**src/rtl/cpu_apb_master.sv**
```systemverilog
// Per-CPU APB master traffic generator: writes a pattern into a CPU-private window, reads it back, counts mismatches.
// Optional ACCESS-phase timeout is enabled with `define CPU_APB_TIMEOUT_EN.

package cpu_apb_master_pkg;

  typedef struct packed {
    logic [31:0] paddr;
    logic        pwrite;
    logic [31:0] pwdata;
    logic [3:0]  pstrb;
    logic [2:0]  pprot;
  } apb_req_t;

  typedef struct packed {
    logic [31:0] prdata;
    logic        pslverr;
  } apb_resp_t;

endpackage

module cpu_apb_master
  import cpu_apb_master_pkg::*;
#(
  parameter int unsigned NUM_TXN        = 16,
  parameter logic [31:0] BASE_ADDR      = 32'h0000_0000,
  parameter logic [31:0] CPU_STRIDE     = 32'h0001_0000,
  parameter int unsigned IDLE_CYCLES    = 1,
  parameter int unsigned TIMEOUT_CYCLES = 256
) (
  input  logic        clk,
  input  logic        rst,
  input  logic [31:0] cpu_index,
  output apb_req_t    o_apb_m_req,
  input  apb_resp_t   i_apb_m_resp,
  output logic        o_apb_m_psel,
  output logic        o_apb_m_penable,
  input  logic        i_apb_m_pready,
  output logic        o_done,
  output logic [15:0] o_err_count
);

  localparam int unsigned CNT_W = 16;
  localparam int unsigned GAP_W = 8;
  localparam logic [CNT_W-1:0] LAST_IDX = CNT_W'(NUM_TXN - 1);

  localparam logic [2:0] S_INIT   = 3'd0;
  localparam logic [2:0] S_GAP    = 3'd1;
  localparam logic [2:0] S_SETUP  = 3'd2;
  localparam logic [2:0] S_ACCESS = 3'd3;
  localparam logic [2:0] S_DONE   = 3'd4;

  logic [2:0]       state, state_n;
  logic [31:0]      win_base, win_base_n;
  logic [7:0]       idx8, idx8_n;
  logic [CNT_W-1:0] txn_idx, txn_idx_n;
  logic             rd_phase, rd_phase_n;
  logic [GAP_W-1:0] gap_cnt, gap_cnt_n;
  logic [15:0]      err_count_n;
  logic             done_n, psel_n, penable_n;
  apb_req_t         req_n;
  logic             err_inc, finish, abort;

  logic [31:0]      base_c;
  logic [31:0]      expected_c;
  logic             gap_exit_c;
  logic [CNT_W-1:0] adv_idx_c;
  logic             adv_rd_c, adv_done_c;

`ifdef CPU_APB_TIMEOUT_EN
  localparam int unsigned TO_W = (TIMEOUT_CYCLES > 1) ? $clog2(TIMEOUT_CYCLES) : 1;
  localparam logic [TO_W-1:0] TO_LAST = TO_W'(TIMEOUT_CYCLES - 1);
  logic [TO_W-1:0] to_cnt, to_cnt_n;
`else
  logic unused_timeout;
  assign unused_timeout = ^32'(TIMEOUT_CYCLES);
`endif

  // Request for transaction i in the given phase; reads carry no data or strobes.
  function automatic apb_req_t build_req(input logic rd, input logic [31:0] base,
                                         input logic [7:0] id8, input logic [CNT_W-1:0] i);
    apb_req_t r;
    r        = '0;
    r.paddr  = base + {14'd0, i, 2'b00};
    r.pwrite = ~rd;
    if (!rd) begin
      r.pwdata = {id8, 8'hA5, i};
      r.pstrb  = 4'hF;
    end
    return r;
  endfunction

  // Window base is taken straight from cpu_index while INIT latches it.
  assign base_c     = (state == S_INIT) ? (BASE_ADDR + cpu_index * CPU_STRIDE) : win_base;
  assign expected_c = {idx8, 8'hA5, txn_idx};
  assign gap_exit_c = ({24'd0, gap_cnt} + 32'd1) >= IDLE_CYCLES;

  // Index/phase after the current transaction retires.
  always_comb begin
    adv_idx_c  = txn_idx + 16'd1;
    adv_rd_c   = rd_phase;
    adv_done_c = 1'b0;
    if (txn_idx == LAST_IDX) begin
      adv_idx_c = '0;
      if (rd_phase) adv_done_c = 1'b1;
      else          adv_rd_c   = 1'b1;
    end
  end

  always_comb begin
    state_n    = state;
    win_base_n = win_base;
    idx8_n     = idx8;
    txn_idx_n  = txn_idx;
    rd_phase_n = rd_phase;
    gap_cnt_n  = gap_cnt;
    done_n     = o_done;
    psel_n     = o_apb_m_psel;
    penable_n  = o_apb_m_penable;
    req_n      = o_apb_m_req;
    err_inc    = 1'b0;
    finish     = 1'b0;
    abort      = 1'b0;
`ifdef CPU_APB_TIMEOUT_EN
    to_cnt_n   = to_cnt;
`endif

    case (state)
      S_INIT: begin
        win_base_n = base_c;
        idx8_n     = cpu_index[7:0];
        txn_idx_n  = '0;
        rd_phase_n = 1'b0;
        gap_cnt_n  = '0;
        if (IDLE_CYCLES == 0) begin
          state_n   = S_SETUP;
          psel_n    = 1'b1;
          penable_n = 1'b0;
          req_n     = build_req(1'b0, base_c, cpu_index[7:0], '0);
        end else begin
          state_n = S_GAP;
        end
      end

      S_GAP: begin
        if (gap_exit_c) begin
          state_n   = S_SETUP;
          gap_cnt_n = '0;
          psel_n    = 1'b1;
          penable_n = 1'b0;
          req_n     = build_req(rd_phase, win_base, idx8, txn_idx);
        end else begin
          gap_cnt_n = gap_cnt + 8'd1;
        end
      end

      S_SETUP: begin
        state_n   = S_ACCESS;
        penable_n = 1'b1;
`ifdef CPU_APB_TIMEOUT_EN
        to_cnt_n  = '0;
`endif
      end

      S_ACCESS: begin
        if (i_apb_m_pready) begin
          finish  = 1'b1;
          err_inc = rd_phase ? ((i_apb_m_resp.prdata != expected_c) || i_apb_m_resp.pslverr)
                             : i_apb_m_resp.pslverr;
        end
`ifdef CPU_APB_TIMEOUT_EN
        else if (to_cnt == TO_LAST) begin
          finish  = 1'b1;
          abort   = 1'b1;
          err_inc = 1'b1;
        end else begin
          to_cnt_n = to_cnt + TO_W'(1);
        end
`endif
        if (finish) begin
          txn_idx_n  = adv_idx_c;
          rd_phase_n = adv_rd_c;
          penable_n  = 1'b0;
          if (adv_done_c) begin
            state_n = S_DONE;
            done_n  = 1'b1;
            psel_n  = 1'b0;
          end else if ((IDLE_CYCLES == 0) && !abort) begin
            state_n = S_SETUP;
            psel_n  = 1'b1;
            req_n   = build_req(adv_rd_c, win_base, idx8, adv_idx_c);
          end else begin
            // An abandoned transfer always drops psel for at least one cycle.
            state_n   = S_GAP;
            gap_cnt_n = '0;
            psel_n    = 1'b0;
          end
        end
      end

      S_DONE: begin
        psel_n    = 1'b0;
        penable_n = 1'b0;
      end

      default: state_n = S_INIT;
    endcase

    err_count_n = (err_inc && (o_err_count != 16'hFFFF)) ? (o_err_count + 16'd1) : o_err_count;
  end

  always_ff @(posedge clk or posedge rst) begin
    if (rst) begin
      state           <= S_INIT;
      win_base        <= '0;
      idx8            <= '0;
      txn_idx         <= '0;
      rd_phase        <= 1'b0;
      gap_cnt         <= '0;
      o_done          <= 1'b0;
      o_err_count     <= '0;
      o_apb_m_psel    <= 1'b0;
      o_apb_m_penable <= 1'b0;
      o_apb_m_req     <= '0;
`ifdef CPU_APB_TIMEOUT_EN
      to_cnt          <= '0;
`endif
    end else begin
      state           <= state_n;
      win_base        <= win_base_n;
      idx8            <= idx8_n;
      txn_idx         <= txn_idx_n;
      rd_phase        <= rd_phase_n;
      gap_cnt         <= gap_cnt_n;
      o_done          <= done_n;
      o_err_count     <= err_count_n;
      o_apb_m_psel    <= psel_n;
      o_apb_m_penable <= penable_n;
      o_apb_m_req     <= req_n;
`ifdef CPU_APB_TIMEOUT_EN
      to_cnt          <= to_cnt_n;
`endif
    end
  end

endmodule

```
**config.mk**
```make
export PLATFORM = sky130hd
export DESIGN_NAME = cpu_apb_master
export DESIGN_NICKNAME = d
export VERILOG_FILES = /design/src/rtl/cpu_apb_master.sv
export SDC_FILE = /design/constraint.sdc
export NUM_CORES = 1
export LEC_CHECK = 0
export CAP_MARGIN = 30
export CORE_MARGIN = 3
export CORE_UTILIZATION = 35
export CTS_BUF_LIST = sky130_fd_sc_hd__clkbuf_16
export DETAILED_ROUTE_END_ITERATION = 8
export GPL_ROUTABILITY_DRIVEN = 0
export HOLD_SLACK_MARGIN = 0.08
export MAX_ROUTING_LAYER = met4
export PLACE_DENSITY = 0.6
export SLEW_MARGIN = 20
export SYNTH_ARGS = -nofsm -noshare
export SYNTH_HDL_FRONTEND = slang
export SYNTH_SLANG_ARGS = --single-unit
```
**constraint.sdc**
```tcl
create_clock -name clk -period 6 [get_ports clk]
set_input_delay 0.9 -clock clk [delete_from_list [all_inputs] [get_ports clk]]
set_output_delay 0.9 -clock clk [all_outputs]
set_load 0.005 [all_outputs]
```
Word level (Yosys, flattened, before mapping)
Index checks and enable logic that the tools add are counted.
{ "word_totals": {"reg_bits": 140, "output_inout_bits": 91} }
{ "op_classes": {"order_cmp": 1, "n_eq_ne": 11, "add_sub_neg": 5, "bitwise_logic": 2, "n_reduce_logical": 15, "mux": 27} }
{ "op_table": {"columns": ["operator", "n"], "rows": [
  ["$mux 36", 1],
  ["$add 16x1->16 const B", 2],
  ["$add 32x18->32", 1],
  ["$mux 16", 2],
  ["$ne 32x32->1", 1],
  ["$pmux 16 s2", 1],
  ["$mux 8", 3],
  ["$pmux 8 s3", 1],
  ["$reduce_and 3->1", 6],
  ["$eq 16x4->1 const B", 1],
  ["$ne 16x16->1 const B", 1],
  ["$pmux 3 s5", 1],
  ["$mux 1", 12],
  ["$add 8x1->9 const B", 1],
  ["$ge 9x1->1 const B", 1],
  ["$mux 3", 3],
  ["$add 8x1->8 const B", 1],
  ["$ne 2x2->1 const B", 4],
  ["$eq 3x2->1 const B", 2],
  ["$reduce_bool 3->1", 2],
  ["$pmux 1 s4", 1],
  ["$reduce_and 2->1", 2],
  ["$reduce_bool 4->1", 1],
  ["$eq 3x1->1 const B", 1],
  ["8 further kinds", 9]
]} }

Longest topological paths before layout
Gate-level depths: netlist of run 1.
{ "logic_depth": {"depth_word": 6, "depth_mapped": 9, "mapped_depth_nobuf": 9} }

Worst setup path after synthesis of run 1
OpenSTA, ideal clock, no wires.
{ "synth_path": {"path_type": "register to register", "from": "reg gap_cnt[0]", "to": "reg o_apb_m_req[43] (netlist bit)", "required_ns": 5.875, "slack_ns": 3.741, "synth_period_minus_slack_ns": 2.259, "path_stages_with_launch": 8, "arrival_ns": 2.134, "cell_sequence": "dfrtp_1 -> inv_2 -> ha_1 -> or4_4 -> a2111oi_4 -> a311o_2 -> buf_4 -> mux2_2"} }
{ "synth_between": {"elab_chain_len": 3} }
{ "synth_lines": {"columns": ["item", "line", "source"], "rows": [
  ["start, declared", "57", "logic [GAP_W-1:0] gap_cnt, gap_cnt_n;"],
  ["start signal, assigned", "233", "gap_cnt <= gap_cnt_n;"],
  ["$add 8x1->9", "95", "assign gap_exit_c = ({24'd0, gap_cnt} + 32'd1) >= IDLE_CYCLES;"],
  ["$ge 9x1->1", "95", null],
  ["$reduce_and 2->1 (no source line)", null, null],
  ["end signal, assigned", "238", "o_apb_m_req <= req_n;"],
  ["end, declared", "33", "output apb_req_t o_apb_m_req,"]
]} }
No other way between the ends.
A chain may end at the register's enable or synchronous reset.

Final worst setup path of run 1
{ "layout_path": {"from": "in i_apb_m_resp[29] (netlist bit)", "to": "reg o_err_count[1]"} }
{ "layout_between": {"elab_chain_len": 6} }
{ "layout_lines": {"columns": ["item", "line", "source"], "rows": [
  ["start, declared", "34", "input apb_resp_t i_apb_m_resp,"],
  ["$ne 32x32->1", "167", "err_inc = rd_phase ? ((i_apb_m_resp.prdata != expected_c) || i_apb_m_resp.pslverr)"],
  ["$logic_or 1x1->1", "167", null],
  ["$mux 1", "167", null],
  ["$mux 1", "165", "if (i_apb_m_pready) begin"],
  ["$mux 1", "127", "case (state)"],
  ["$logic_and 1x1->1", "208", "err_count_n = (err_inc && (o_err_count != 16'hFFFF)) ? (o_err_count + 16'd1) : o_err_count;"],
  ["end signal, assigned", "235", "o_err_count <= err_count_n;"],
  ["end, declared", "39", "output logic [15:0] o_err_count"]
]} }
No other way between the ends.

==> results of run 1 <==
cells by family after synthesis:
kind of cell | Yosys count | share of synthesized area
buffers and inverters | 57 | 0.05741
AOI/OAI and AO/OA | 73 | 0.07698
muxes | 32 | 0.06192
xor gates and xnor gates | 65 | 0.09783
other | 1 | 0.0006444
adders and majority gates | 7 | 0.01634
and+or+nand+nor | 203 | 0.1815
DFF | 118 | 0.5074
flip-flops by register name, indices dropped and copies added (netlist names):
name and count:
txn_idx 16, o_apb_m_penable 1, o_apb_m_req 55, o_apb_m_psel 1
idx8 7, rd_phase 1, win_base 9, state 3
o_done 1, o_err_count 16, gap_cnt 8
worst max-delay path: stages:
cell and delay [ns]:
clkdlybuf4s50_1 0.44, xnor2_1 0.26, nand4_1 0.16, nor4_1 0.37, nand4_1 0.58, nand2_1 0.35
mux2_2 0.36
power groups by stage:
stage	Combinational, uW	Clock (uW)	Sequential, uW
2_1_floorplan	628	0	1150
3_3_place_gp	946	0	1210
3_5_place_dp	963	0	1210
4_1_cts	968	959	1200
5_1_grt	1060	1000	1240
6_report	955	943	1200
worst paths after layout:
check | slack, ns | cells after the start | endpoint
min in group asynchronous | 0.76 | 2 | o_apb_m_req[64]
setup reg to reg | 3.06 | 7 | o_apb_m_req[63]
setup / recovery | 2.86 | 7 | o_err_count[1]
hold reg to reg | 0.48 | 2 | o_apb_m_req[15]
hold / removal | 0.48 | 2 | o_apb_m_req[15]
max in group asynchronous | 3.99 | 4 | o_err_count[14]
layout by cell type (no fill, tap or decap), types with 21 or more instances in the layout:
cell type / instances
clkdlybuf4s50_1: 133
o21ai_0: 45
xor2_1: 24
nand2b_1: 27
xnor2_1: 41
nor2_1: 24
nand3_1: 21
mux2_2: 32
nand2_1: 65
dfrtp_1: 118
synth_stat cells (2+ instances only):
| cell type | n | area, sq um |
|---|---|---|
| mux2_2 | 32 | 360.4 |
| clkbuf_2 | 2 | 10.01 |
| nand2_1 | 65 | 244.0 |
| o21ai_1 | 4 | 20.02 |
| and4_1 | 7 | 61.31 |
| nor4_1 | 7 | 43.79 |
| nor3_1 | 2 | 10.01 |
| a21oi_1 | 5 | 25.02 |
| nor2b_1 | 8 | 50.05 |
| inv_1 | 8 | 30.03 |
| nand4_1 | 15 | 93.84 |
| a31oi_1 | 3 | 18.77 |
| buf_2 | 4 | 20.02 |
| o21ai_0 | 45 | 225.2 |
| o31ai_1 | 2 | 15.01 |
| nand2b_1 | 27 | 168.9 |
| xnor2_1 | 41 | 359.1 |
| nand3_1 | 21 | 105.1 |
| and2_1 | 2 | 12.51 |
| a21o_1 | 4 | 30.03 |
| xor2_1 | 24 | 210.2 |
| nor2_1 | 24 | 90.09 |
| buf_4 | 20 | 150.1 |
| dfrtp_1 | 118 | 2953 |
| clkbuf_1 | 17 | 63.81 |
| buf_6 | 5 | 56.30 |
| a31o_2 | 2 | 17.52 |
| and3_1 | 16 | 100.1 |
| ha_1 | 6 | 75.07 |
through the flow:
stage,area (sq um),cells,util,setup WS [ns]
CTS,7729,901,0.4813,2.800
detailed placement,7183,869,0.4473,2.360
global route,7756,902,0.4830,2.662
finish,7756,902,0.4830,2.865
global placement,7183,869,0.4473,2.426
floorplan,5849,564,-,1.971
layout make-up:
cell class | instances | share of cell area
flip-flops and latches | 118 | 0.3807
multi-input cells | 389 | 0.3304
repair buffers | 138 | 0.1791
clock buffers | 17 | 0.05485
well taps | 216 | 0.03484
clock inverters | 15 | 0.01549
inverters | 9 | 0.004678
metal layers:
metal | up-vias | global-route usage | routed length [microns]
met1 | 2106 | 0.2126 | 6603
li1 | 2108 | - | -
met2 | 105 | 0.2465 | 6567
met3 | 13 | 0.03800 | 651
met4 | 0 | 0.06719 | 197
met5 | - | - | 0
==> key figures, run 1 <==
STA
  – Fin Hold WS: 0.4766 ns
  – Final Hold Fails: 0
  – Min Tclk post-route: 3.135 ns
  – Worst-margin pin slew: 0.8888 ns
  – Finish-stage setup viols: 0
  – Final period utilization: 0.5225
  – Final setup TNS: 0 ns
  – Max-slew headroom: 0.4075
  – RSZ-0062 raised after global routing: no
  – Max-slew violation count: 0
  – Fmax: 0.3190 GHz
  – Max Clock Skew: 0.009922 ns

Worst setup path
  – Largest fanout on the critical path: 15
  – Reg2Reg Launch Point: gap_cnt[0]
  – Worst EP arrival: 3.43 ns
  – Data required, critical path: 6.30 ns
  – Critical Path Sink Type: register
  – CP Launch Point: i_apb_m_resp[29]
  – Crit Path Category: primary input to register
  – Startpoint types: primary input

Pwr
  – Clock share of power: 0.304
  – Total power: 3098 uW
  – Max VDD drop: 0.2080 mV
  – Switching portion of total power: 0.3150
  – Lkg Pwr: 0.003332 uW
  – Internal power: 2122 uW
  – Switching power: 975.9 uW
  – PwrDens: 399.4 nW/um^2
  – Comb pwr share: 0.308
  – Share of power burned in registers: 0.387

Yosys
  – Async SR Flop Fraction: 1.000
  – Top_reg_cell synth: dfrtp_1
  – Synth Cell Area: 5819 sq um
  – Ys Warns: 0
  – Sequential area share after synthesis: 0.5074
  – Mean Syn Cell Area: 10.47 sq um
  – EDFF count, synth: 0
  – Synthesized flop and latch total: 118
  – Syn Inst Count: 556
  – Synth unique cells: 49

Global routing
  – Total GRT Usage: 0.1632
  – Initial antenna violation count: 0
  – Grt total ovfl: 0
  – First-pass GRT wire length: 22550 microns
  – Largest net degree at the start of global routing: 96
  – Vias in the first global route: 4229

Clocking
  – H-tree Lvls: 4
  – Worst-path clk slew: 0.05 ns
  – CTS tree: built
  – CTS Root Cell: clkbuf_16
  – CTS buffer count: 17
  – Hold_buf cts: 0
  – Total clock sinks: 118
  – Post CTS Setup Buffer Count: 0
  – Worst-skew pair later-pin latency: 0.42 ns
  – CTS resizes: 0
  – Clk buf depth: 2

Final layout
  – Sequential cell area: 2953 sq um
  – Total Nets Final: 748
  – Share of cells above drive strength 1: 0.1064
  – Fill cells: 1461
  – Area of the multi-input gates: 2562 sq um
  – Area Overhead vs Synth: 33.28%
  – Diodes inserted: 0

Drt
  – Post-DR vias/cell: 4.803
  – Post-route DRC: 0
  – Via count: 4332
  – DR iter-0 viols: 300
  – First-pass DRT Iterations: 4
  – Per-cell routed wire length: 15.54 microns
  – Total Wirelength: 14020 microns
  – Routed Antenna Nets: 0

Floorplanning
  – Initial Util: 0.3624
  – I/O Pins: 159
  – Row count: 46
  – Die area: 18210 sq um
  – Core area: 16060 sq um
  – Die W: 134.9 microns
  – Die H: 134.9 microns

Run status
  – Status: finished, final reports clean

Hold path
  – Hold Path Class: register to register
  – Beginning of the worst hold path: o_apb_m_req[15]

Run
  – Max_cap viols: 0

Placement
  – Dpl hpwl: 9929 microns
  – Port Buffer Count: 133
No activity file was read; power rests on OpenSTA's default activity.
==> run 2: changes to the inputs <==
==> constraint.sdc (replaced) <==
create_clock -name clk -period 2.9 [get_ports clk]
set_input_delay 0.435 -clock clk [delete_from_list [all_inputs] [get_ports clk]]
set_output_delay 0.435 -clock clk [all_outputs]
set_load 0.005 [all_outputs]
==> run 2 against run 1 <==
  * First-iteration DRC count fell by 5.3%
  * Power rose by 100%
  * Sequential share of layout area barely moved
  * Non-clock buffer count rose by 6
  * Global-route usage rose by 0.21 points
  * Die area did not move
  * Clock-buffer cell count did not move
  * Highest routed layer unchanged
==> key figures, run 2 (synthesized netlist as in run 1, its figures left out) <==
Run status
  – Status: finished, final reports clean

Final layout
  – Non-Filler Instances: 906
  – Diodes inserted: 0
  – Area Overhead vs Synth: 33.26%
  – Area of the multi-input gates: 2562 sq um
  – Share of cells above drive strength 1: 0.1087
  – Post-route cell area: 7755 sq um
  – Most frequent cells in the layout: clkdlybuf4s50_1, dfrtp_1, nand2_1, o21ai_0, xnor2_1
  – Sequential cell area: 2953 sq um
  – Largest register FFs: 55
  – Reg with most FFs: o_apb_m_req
  – Most common cell after layout, fill and taps aside: clkdlybuf4s50_1
  – Fill cells: 1501
  – Regs by FF count: o_apb_m_req x55, o_err_count x16, txn_idx x16
  – Total Nets Final: 754

Pwr
  – Clock share of power: 0.276
  – PwrDens: 808.1 nW/um^2
  – Max VDD drop: 0.4680 mV
  – Internal power: 4269 uW
  – Share of power burned in registers: 0.395
  – Switching portion of total power: 0.3187
  – Lkg Pwr: 0.003350 uW
  – Comb pwr share: 0.328
  – Switching power: 1997 uW

Placement
  – Placed insts: 876
  – Port Buffer Count: 133
  – Dpl hpwl: 10240 microns
  – Post-place setup slack: 0.3132 ns
  – Placed instance area: 7274 sq um

Worst setup path
  – Reg2Reg Launch Point: gap_cnt[0]
  – Worst EP arrival: 2.85 ns
  – R2R depth: 7
  – Critical Path Sink Type: register
  – Worst path top cell family by delay: compound AO/OA/AOI/OAI gates
  – Startpoint types: register
  – FF-to-FF setup slack: 0.35 ns
  – Reg-to-Reg End: o_apb_m_req[42]
  – CP max stage cell: or4_4
  – Largest fanout on the critical path: 25
  – Crit Path Category: register to register
  – Largest stage delay on the critical path: 0.54 ns
  – Worst Path Buf+Inv: 2
  – CP Cell Sequence: inv_2 -> ha_1 -> or4_4 -> a2111oi_4 -> a311o_2 -> buf_4 -> mux2_2
  – Data required, critical path: 3.20 ns

Clocking
  – CTS buffer count: 17
  – CTS tree: built
  – Worst-skew pair later-pin latency: 0.42 ns
  – CTS Root Cell: clkbuf_16
  – Hold_buf cts: 0
  – Total clock sinks: 118
  – Worst-path clk slew: 0.05 ns
  – CTS resizes: 0
  – Clk buf depth: 2
  – Post CTS Setup Buffer Count: 0
  – H-tree Lvls: 4

Floorplanning
  – Initial Util: 0.3624
  – Row count: 46
  – Core area: 16060 sq um
  – Die W: 134.9 microns
  – I/O Pins: 159
  – Die area: 18210 sq um
  – Die H: 134.9 microns

Drt
  – Post-route DRC: 0
  – Per-cell routed wire length: 15.68 microns
  – Via count: 4370
  – Routed Antenna Nets: 0
  – Post-DR vias/cell: 4.823
  – DR iter-0 viols: 284
  – First-pass DRT Iterations: 4
  – Total Wirelength: 14210 microns

STA
  – Min Tclk post-route: 2.549 ns
  – Final setup TNS: 0 ns
  – Finish-stage setup viols: 0
  – Final Hold Fails: 0
  – Fmax: 0.3923 GHz
  – Max Clock Skew: 0.01631 ns
  – Fin Hold WS: 0.4760 ns
  – Max-slew violation count: 0
  – PnR worst setup slack: 0.3510 ns
  – Final period utilization: 0.8790
  – Worst-margin pin slew: 0.6721 ns
  – RSZ-0062 raised after global routing: no
  – Max-slew headroom: 0.5520

Global routing
  – Vias in the first global route: 4314
  – Largest net degree at the start of global routing: 119
  – First-pass GRT wire length: 22740 microns
  – Total GRT Usage: 0.1653
  – Initial antenna violation count: 0
  – Grt total ovfl: 0

Hold path
  – Beginning of the worst hold path: o_apb_m_req[10]
  – Hold Path Class: register to register
  – Hold EP: o_apb_m_req[10]
  – Hold Path Depth: 2

Run
  – Max_cap viols: 0
-- run 2: cell count changes in the layout (fill, tap and decap cells not counted), sizes merged --
cell / delta
buf: +6
clkinv: -3
inv: +3
bufinv: -2
-- run 2: worst register-to-register path, stage by stage (launching register included) --
cell       delay (ns)
dfrtp_1          0.40
inv_2            0.06
ha_1             0.19
or4_4            0.54
a2111oi_4        0.27
a311o_2          0.33
buf_4            0.27
mux2_2           0.36
-- run 2: layout make-up --
| type | instances | share of cell area |
|---|---|---|
| clock buffer | 17 | 0.05486 |
| clock inverter | 13 | 0.007099 |
| inverter | 9 | 0.004840 |
| multi-input combinational | 389 | 0.3304 |
| sequential | 118 | 0.3808 |
| tap | 216 | 0.03485 |
| timing repair buffer | 144 | 0.1872 |
-- run 2: worst max-delay path by stage --
stage,start,end,slack [ns],depth (start not counted)
floorplan,gap_cnt[0],o_apb_m_req[43],0.64,7
global placement,i_apb_m_pready,o_err_count[14],0.35,8
detailed placement,i_apb_m_pready,o_err_count[15],0.31,8
CTS,gap_cnt[0],o_apb_m_req[42],0.35,7
global route,gap_cnt[0],o_apb_m_req[42],0.23,7
finish,gap_cnt[0],o_apb_m_req[42],0.35,7
-- run 2: stage by stage --
step / utilization / total power [uW]
global route: 0.4829 / 6654
CTS: 0.4829 / 6349
global placement: 0.4530 / 4534
detailed placement: 0.4530 / 4596
finish: 0.4829 / 6266
floorplan: - / 3681
-- run 2: power by group through the flow --
stage                     clock network [uW]  logic (uW)  registers, uW
after floorplan                            0        1300           2380
after global placement                     0        2050           2490
after detailed placement                   0        2090           2510
after CTS                               1770        2100           2480
after global routing                    1830        2280           2540
final                                   1730        2060           2480
-- run 2: layer usage --
| metal | routed length [microns] | vias to the layer above | global-route usage |
|---|---|---|---|
| met3 | 549 | 22 | 0.03614 |
| li1 | - | 2123 | - |
| met4 | 265 | 0 | 0.06439 |
| met1 | 6575 | 2123 | 0.2107 |
| met5 | 0 | - | - |
| met2 | 6819 | 102 | 0.2590 |
